$ cat src/rtl/mem_arbiter_pkg.sv
// Shared types and widths for the I/D cache to slow-memory arbiter.
// Line address is bits [31:4] of the byte address; one line is 128 bits.
package mem_arbiter_pkg;

  localparam int ADDR_W = 28;
  localparam int DATA_W = 128;

  typedef enum logic [1:0] {
    IDLE    = 2'd0,
    SERVE_I = 2'd1,
    SERVE_D = 2'd2,
    GAP     = 2'd3
  } arb_state_t;

  typedef enum logic {
    SIDE_I = 1'b0,
    SIDE_D = 1'b1
  } side_t;

  typedef struct packed {
    logic              read;
    logic              write;
    logic [ADDR_W-1:0] addr;
    logic [DATA_W-1:0] wdata;
  } mem_req_t;

  // A request with both read and write set is treated as a write.
  function automatic mem_req_t make_req(
    input logic              rd,
    input logic              wr,
    input logic [ADDR_W-1:0] a,
    input logic [DATA_W-1:0] d
  );
    mem_req_t r;
    r.read  = rd & ~wr;
    r.write = wr;
    r.addr  = a;
    r.wdata = d;
    return r;
  endfunction

endpackage

$ cat src/rtl/mem_arbiter_if.sv
// Bundle of the I-side, D-side and memory-side signals of the arbiter.
// master: the arbiter's view; slave: the caches and memory around it.
interface mem_arbiter_if;
  import mem_arbiter_pkg::*;

  logic              I_read;
  logic              I_write;
  logic [ADDR_W-1:0] I_addr;
  logic [DATA_W-1:0] I_wdata;
  logic [DATA_W-1:0] I_rdata;
  logic              I_ready;

  logic              D_read;
  logic              D_write;
  logic [ADDR_W-1:0] D_addr;
  logic [DATA_W-1:0] D_wdata;
  logic [DATA_W-1:0] D_rdata;
  logic              D_ready;

  logic              mem_read;
  logic              mem_write;
  logic [ADDR_W-1:0] mem_addr;
  logic [DATA_W-1:0] mem_wdata;
  logic [DATA_W-1:0] mem_rdata;
  logic              mem_ready;

  logic              busy;

  modport master (
    input  I_read, I_write, I_addr, I_wdata,
    output I_rdata, I_ready,
    input  D_read, D_write, D_addr, D_wdata,
    output D_rdata, D_ready,
    output mem_read, mem_write, mem_addr, mem_wdata,
    input  mem_rdata, mem_ready,
    output busy
  );

  modport slave (
    output I_read, I_write, I_addr, I_wdata,
    input  I_rdata, I_ready,
    output D_read, D_write, D_addr, D_wdata,
    input  D_rdata, D_ready,
    input  mem_read, mem_write, mem_addr, mem_wdata,
    output mem_rdata, mem_ready,
    input  busy
  );

endinterface

$ cat src/rtl/mem_req_latch.sv
// Holds the granted request so the memory sees stable signals
// regardless of what the requester does during service.
module mem_req_latch
  import mem_arbiter_pkg::*;
(
  input  logic     clk,
  input  logic     rst,
  input  logic     load,
  input  logic     clear,
  input  mem_req_t d,
  output mem_req_t q
);

  always_ff @(posedge clk or posedge rst) begin
    if (rst) begin
      q <= '0;
    end else if (load) begin
      q <= d;
    end else if (clear) begin
      q <= '0;
    end
  end

endmodule

$ cat src/rtl/mem_arbiter.sv
// Round-robin arbiter sharing one slow-memory line port between
// the I-cache and D-cache, with a one-cycle gap between services.
module mem_arbiter
  import mem_arbiter_pkg::*;
#(
  parameter bit D_FIRST = 1'b1
) (
  input logic       clk,
  input logic       rst,
  mem_arbiter_if.master bus
);

  // Seeding the history with the loser makes the first tie go to D_FIRST.
  localparam side_t RST_LAST = D_FIRST ? SIDE_I : SIDE_D;

  arb_state_t state;
  arb_state_t state_nx;
  side_t      last_grant;
  side_t      last_nx;

  logic     i_pend;
  logic     d_pend;
  logic     pick_d;
  logic     load;
  logic     clear;
  logic     serve_i;
  logic     serve_d;
  mem_req_t req_d;
  mem_req_t req_q;

  assign i_pend = bus.I_read | bus.I_write;
  assign d_pend = bus.D_read | bus.D_write;

  always_ff @(posedge clk or posedge rst) begin
    if (rst) begin
      state      <= IDLE;
      last_grant <= RST_LAST;
    end else begin
      state      <= state_nx;
      last_grant <= last_nx;
    end
  end

  always_comb begin
    state_nx = state;
    last_nx  = last_grant;
    pick_d   = 1'b0;
    load     = 1'b0;
    clear    = 1'b0;
    unique case (state)
      IDLE: begin
        if (i_pend | d_pend) begin
          pick_d   = d_pend & (~i_pend | (last_grant == SIDE_I));
          load     = 1'b1;
          state_nx = pick_d ? SERVE_D : SERVE_I;
          last_nx  = pick_d ? SIDE_D : SIDE_I;
        end
      end
      SERVE_I, SERVE_D: begin
        if (bus.mem_ready) begin
          clear    = 1'b1;
          state_nx = GAP;
        end
      end
      GAP: begin
        state_nx = IDLE;
      end
      default: begin
        state_nx = IDLE;
      end
    endcase
  end

  assign req_d = pick_d
    ? make_req(bus.D_read, bus.D_write, bus.D_addr, bus.D_wdata)
    : make_req(bus.I_read, bus.I_write, bus.I_addr, bus.I_wdata);

  mem_req_latch u_latch (
    .clk   (clk),
    .rst   (rst),
    .load  (load),
    .clear (clear),
    .d     (req_d),
    .q     (req_q)
  );

  assign bus.mem_read  = req_q.read;
  assign bus.mem_write = req_q.write;
  assign bus.mem_addr  = req_q.addr;
  assign bus.mem_wdata = req_q.wdata;

  assign serve_i = (state == SERVE_I);
  assign serve_d = (state == SERVE_D);

  assign bus.I_ready = serve_i & bus.mem_ready;
  assign bus.D_ready = serve_d & bus.mem_ready;
  assign bus.I_rdata = serve_i ? bus.mem_rdata : '0;
  assign bus.D_rdata = serve_d ? bus.mem_rdata : '0;

  assign bus.busy = (state != IDLE);

endmodule
$ cat src/flat_wrapper.sv
// flat-port wrapper written by rule: the top's interface ports become plain ports
module mem_arbiter_flat import mem_arbiter_pkg::*;
#(
  parameter bit D_FIRST = 1'b1
)
  (clk, rst, bus_I_read, bus_I_write, bus_I_addr, bus_I_wdata, bus_I_rdata, bus_I_ready, bus_D_read, bus_D_write, bus_D_addr, bus_D_wdata, bus_D_rdata, bus_D_ready, bus_mem_read, bus_mem_write, bus_mem_addr, bus_mem_wdata, bus_mem_rdata, bus_mem_ready, bus_busy);
  mem_arbiter_if bus_i ();
  input logic clk;
  input logic rst;
  input wire logic [$bits(bus_i.I_read)-1:0] bus_I_read;
  input wire logic [$bits(bus_i.I_write)-1:0] bus_I_write;
  input wire logic [$bits(bus_i.I_addr)-1:0] bus_I_addr;
  input wire logic [$bits(bus_i.I_wdata)-1:0] bus_I_wdata;
  output wire logic [$bits(bus_i.I_rdata)-1:0] bus_I_rdata;
  output wire logic [$bits(bus_i.I_ready)-1:0] bus_I_ready;
  input wire logic [$bits(bus_i.D_read)-1:0] bus_D_read;
  input wire logic [$bits(bus_i.D_write)-1:0] bus_D_write;
  input wire logic [$bits(bus_i.D_addr)-1:0] bus_D_addr;
  input wire logic [$bits(bus_i.D_wdata)-1:0] bus_D_wdata;
  output wire logic [$bits(bus_i.D_rdata)-1:0] bus_D_rdata;
  output wire logic [$bits(bus_i.D_ready)-1:0] bus_D_ready;
  output wire logic [$bits(bus_i.mem_read)-1:0] bus_mem_read;
  output wire logic [$bits(bus_i.mem_write)-1:0] bus_mem_write;
  output wire logic [$bits(bus_i.mem_addr)-1:0] bus_mem_addr;
  output wire logic [$bits(bus_i.mem_wdata)-1:0] bus_mem_wdata;
  input wire logic [$bits(bus_i.mem_rdata)-1:0] bus_mem_rdata;
  input wire logic [$bits(bus_i.mem_ready)-1:0] bus_mem_ready;
  output wire logic [$bits(bus_i.busy)-1:0] bus_busy;
  assign bus_i.I_read = bus_I_read;
  assign bus_i.I_write = bus_I_write;
  assign bus_i.I_addr = bus_I_addr;
  assign bus_i.I_wdata = bus_I_wdata;
  assign bus_I_rdata = bus_i.I_rdata;
  assign bus_I_ready = bus_i.I_ready;
  assign bus_i.D_read = bus_D_read;
  assign bus_i.D_write = bus_D_write;
  assign bus_i.D_addr = bus_D_addr;
  assign bus_i.D_wdata = bus_D_wdata;
  assign bus_D_rdata = bus_i.D_rdata;
  assign bus_D_ready = bus_i.D_ready;
  assign bus_mem_read = bus_i.mem_read;
  assign bus_mem_write = bus_i.mem_write;
  assign bus_mem_addr = bus_i.mem_addr;
  assign bus_mem_wdata = bus_i.mem_wdata;
  assign bus_i.mem_rdata = bus_mem_rdata;
  assign bus_i.mem_ready = bus_mem_ready;
  assign bus_busy = bus_i.busy;
  mem_arbiter #(.D_FIRST(D_FIRST)) u_core (.clk(clk), .rst(rst), .bus(bus_i));
endmodule
$ cat config.mk
export PLATFORM = sky130hd
export DESIGN_NAME = mem_arbiter_flat
export DESIGN_NICKNAME = d
export VERILOG_FILES = /design/src/rtl/mem_arbiter_pkg.sv /design/src/rtl/mem_arbiter_if.sv /design/src/rtl/mem_req_latch.sv /design/src/rtl/mem_arbiter.sv /design/src/flat_wrapper.sv
export SDC_FILE = /design/constraint.sdc
export NUM_CORES = 1
export LEC_CHECK = 0
export BUFFER_PORTS_ARGS = -buffer_cell sky130_fd_sc_hd__buf_4
export CELL_PAD_IN_SITES_DETAIL_PLACEMENT = 0
export CELL_PAD_IN_SITES_GLOBAL_PLACEMENT = 2
export CORE_AREA = 2 2 333 335
export DETAILED_ROUTE_END_ITERATION = 8
export DIE_AREA = 0 0 335 337
export HOLD_SLACK_MARGIN = 0.03
export PLACE_DENSITY = 0.59
export SLEW_MARGIN = 10
export SYNTH_ARGS = -nofsm -noshare
export SYNTH_HDL_FRONTEND = slang
export SYNTH_SLANG_ARGS = --single-unit
$ cat constraint.sdc
create_clock -name clk -period 4.62 [get_ports clk]
set_input_delay 0.693 -clock clk [delete_from_list [all_inputs] [get_ports clk]]
set_output_delay 0.693 -clock clk [all_outputs]
set_load 0.03 [all_outputs]
==> flow_metrics.env <==
export IMPL_synthSimpleGateAreaFrac_pct=35.31
export IMPL_clk_latency_ns=0.50
export IMPL_finalClockSkew_ns=0.01685
export IMPL_dp_cells=3394
export IMPL_slew_violations=0
export IMPL_cts_tree="built"
export IMPL_firstDrtPassIters=5
export IMPL_layout_drive_gt1_share_pct=53.30
export IMPL_area_delta_synth_final_pct=75.09
export IMPL_place_congestion=0.9349
export IMPL_grt_setup_unrepaired="no"
export IMPL_synth_cells=1241
export IMPL_htreeDepth=4
export IMPL_fin_area_um2=19940
export IMPL_drt_iter0_drc=613
export IMPL_ir_drop_mv=0.3564
export IMPL_fin_util_pct=18.19
export IMPL_clk_transition_reported_paths_ns=0.08
export IMPL_critPathLaunchType="flip-flop"
export IMPL_synth_area_leader_cell="dfrtp_1"
export IMPL_synth_area_um2=11390
export IMPL_hold_ws_ns=0.3276
export IMPL_synth_seq_cells=161
export IMPL_ctsHoldBuffers=0
export IMPL_hold_violations=0
export IMPL_muxShareOfSynthArea_pct=0
export IMPL_synth_xor_area_share_pct=0
export IMPL_layout_commonest_cell="buf_4"
export IMPL_grt_pass1_vias=13685
export IMPL_hold_class="in2async"
export IMPL_die_h_um=337
export IMPL_vias=13176
export IMPL_gr_total_overflow=0
export IMPL_finalWirelength_um=84760
export IMPL_post_cts_buffers=0
export IMPL_synth_fa_ha_area_share_pct=0.4395
export IMPL_finalCriticalPeriod_ns=3.266
export IMPL_synth_warnings=0
export IMPL_relSlewSlack_pct=27.54
export IMPL_end_kind="primary output"
export IMPL_initial_core_util_pct=10.39
export IMPL_root_buffer="clkbuf_16"
export IMPL_fp_dieW_um=335
export IMPL_fp_coreArea_um2=109600
export IMPL_setup_viol=0
export IMPL_antenna_found_initial=27
export IMPL_cts_buffers=17
export IMPL_final_cells=3433
export IMPL_status="finished, final reports clean"
export IMPL_clk_path_buf_depth=2
export IMPL_synth_top_area_share_pct=35.38
export IMPL_syn_nets=1692
export IMPL_post_cts_resized=0
export IMPL_final_cell_mix="880 x buf_4, 258 x and2_1, 161 x dfrtp_1, 158 x nand3_1, 157 x nand2_1"
export IMPL_dieArea_um2=112900
export IMPL_pin_count=864
export IMPL_total_leakage_power_uw=0.008877
export IMPL_crit_type="reg2out"
export IMPL_vias_per_cell=3.838
export IMPL_hpwl_um=65840
export IMPL_tightest_slew_ns=1.087
export IMPL_grt_pass1_wl_um=114100
export IMPL_drtAntennaViolNets=0
export IMPL_worst_ep_arrival_time_ns=2.57
export IMPL_setup_tns_ns=0
export IMPL_track_usage_pct=14.34
export IMPL_crit_required_ns=3.93
export IMPL_drcViolationCount=0
export IMPL_port_buffers=863
export IMPL_clock_fmax_mhz=306.2
export IMPL_grt_max_degree=140
export IMPL_power_per_cell_area_nw_per_um2=687.9
export IMPL_fin_crit_sh_pct=70.70
export IMPL_synth_seq_area_share_pct=35.38
export IMPL_clock_sinks=161
export IMPL_syn_area_per_cell_um2=9.177
export IMPL_synth_area_top_cells="dfrtp_1 35%, o311ai_2 19%, and2_1 14%"
export IMPL_synth_top_family_by_area="simple AND/OR/NAND/NOR gates"
export IMPL_rows=122
export IMPL_final_nets=2438
export IMPL_synth_distinct_cells=33
export IMPL_place_area_um2=19300
export IMPL_fillers=12429
export IMPL_worstPathMaxFanout=62
export IMPL_synth_compound_area_share_pct=21.67
export IMPL_maxCapViolations=0
export IMPL_post_drt_wl_per_cell_um=24.69
report_power, final:
group,internal [uW],switching [uW],leakage [uW],total (uW)
Sequential,2020,356,0.00206,2380
Combinational,3360,6330,0.00652,9680
Clock,872,778,0.000302,1650
Total,6260,7460,0.00888,13700
final cells by class:
cell class                      instances  area [um2]  share of cell area (%)
Tap cell                             1426        1784                   8.948
Clock inverter                         14       192.7                  0.9663
Inverter                                4       18.77                 0.09412
Multi-Input combinational cell        910        6603                   33.11
Sequential cell                       161        4029                   20.20
Clock buffer                           18       429.2                   2.152
Antenna cell                            7       17.52                 0.08785
Timing Repair Buffer                  893        6867                   34.44
flip-flops by register name, indices dropped and copies added (netlist names):
name	count
u_core.state	2
u_core.last_grant	1
u_core.u_latch.q	158
routing by layer:
layer	vias up	wire, um	track usage (%)
met5	-	88	0
met4	14	2863	5.362
met3	92	5885	4.377
met2	545	43330	25.41
met1	6453	32590	16.09
li1	6072	-	-
kinds of logic after synthesis:
logic type	after synthesis
AND/OR/NAND/NOR	736
adder cells (fa/ha/maj)	4
buffers and inverters	170
flip-flops	161
AO/OA/AOI/OAI	170
synthesized netlist by cell type:
cell type,count
clkbuf_2,2
o21ai_0,1
a21boi_0,1
nand4_1,156
buf_2,21
buf_1,2
or2_1,1
nand2_1,158
a31o_2,1
ha_1,4
and2_1,258
o41ai_4,1
a22o_1,1
a21oi_1,3
a2bb2oi_1,2
clkbuf_1,114
nand2b_1,1
nor4_2,1
a21bo_2,1
a221oi_1,1
buf_6,14
o21bai_1,1
nand3_1,158
o311ai_0,18
dfrtp_1,161
o21ai_2,1
o311ai_2,130
inv_1,4
nor2b_1,1
nand3b_1,1
and2_4,1
o311ai_1,8
buf_4,13
path summary, 6_finish.rpt:
path / cells after the start / slack [ns] / end / start
worst max-delay path: 5 / 1.35 / bus_I_rdata[92] / u_core.state[1]
worst min-delay path: 3 / 0.33 / u_core.u_latch.q[80] / rst
worst max register to register: 7 / 2.10 / u_core.u_latch.q[64] / u_core.state[0]
worst min register to register: 2 / 0.52 / u_core.u_latch.q[30] / u_core.u_latch.q[30]
max in group asynchronous: 3 / 3.65 / u_core.u_latch.q[143] / rst
min in group clk: 3 / 0.46 / u_core.u_latch.q[41] / bus_D_wdata[41]
per-stage QoR:
| stage | power (uW) | worst slack (ns) |
|---|---|---|
| floorplan | 8351 | 1.884 |
| global placement | 12290 | 1.703 |
| detailed placement | 12250 | 1.727 |
| CTS | 13980 | 1.234 |
| global route | 14550 | 1.130 |
| finish | 13720 | 1.354 |
critical path, cell delays in order (launching register included):
cell and delay [ns]:
dfrtp_1 0.43, inv_1 0.17, ha_4 0.56, buf_4 0.48, and2_1 0.21, buf_4 0.16
Note: power is estimated with default switching activity, not from simulation.
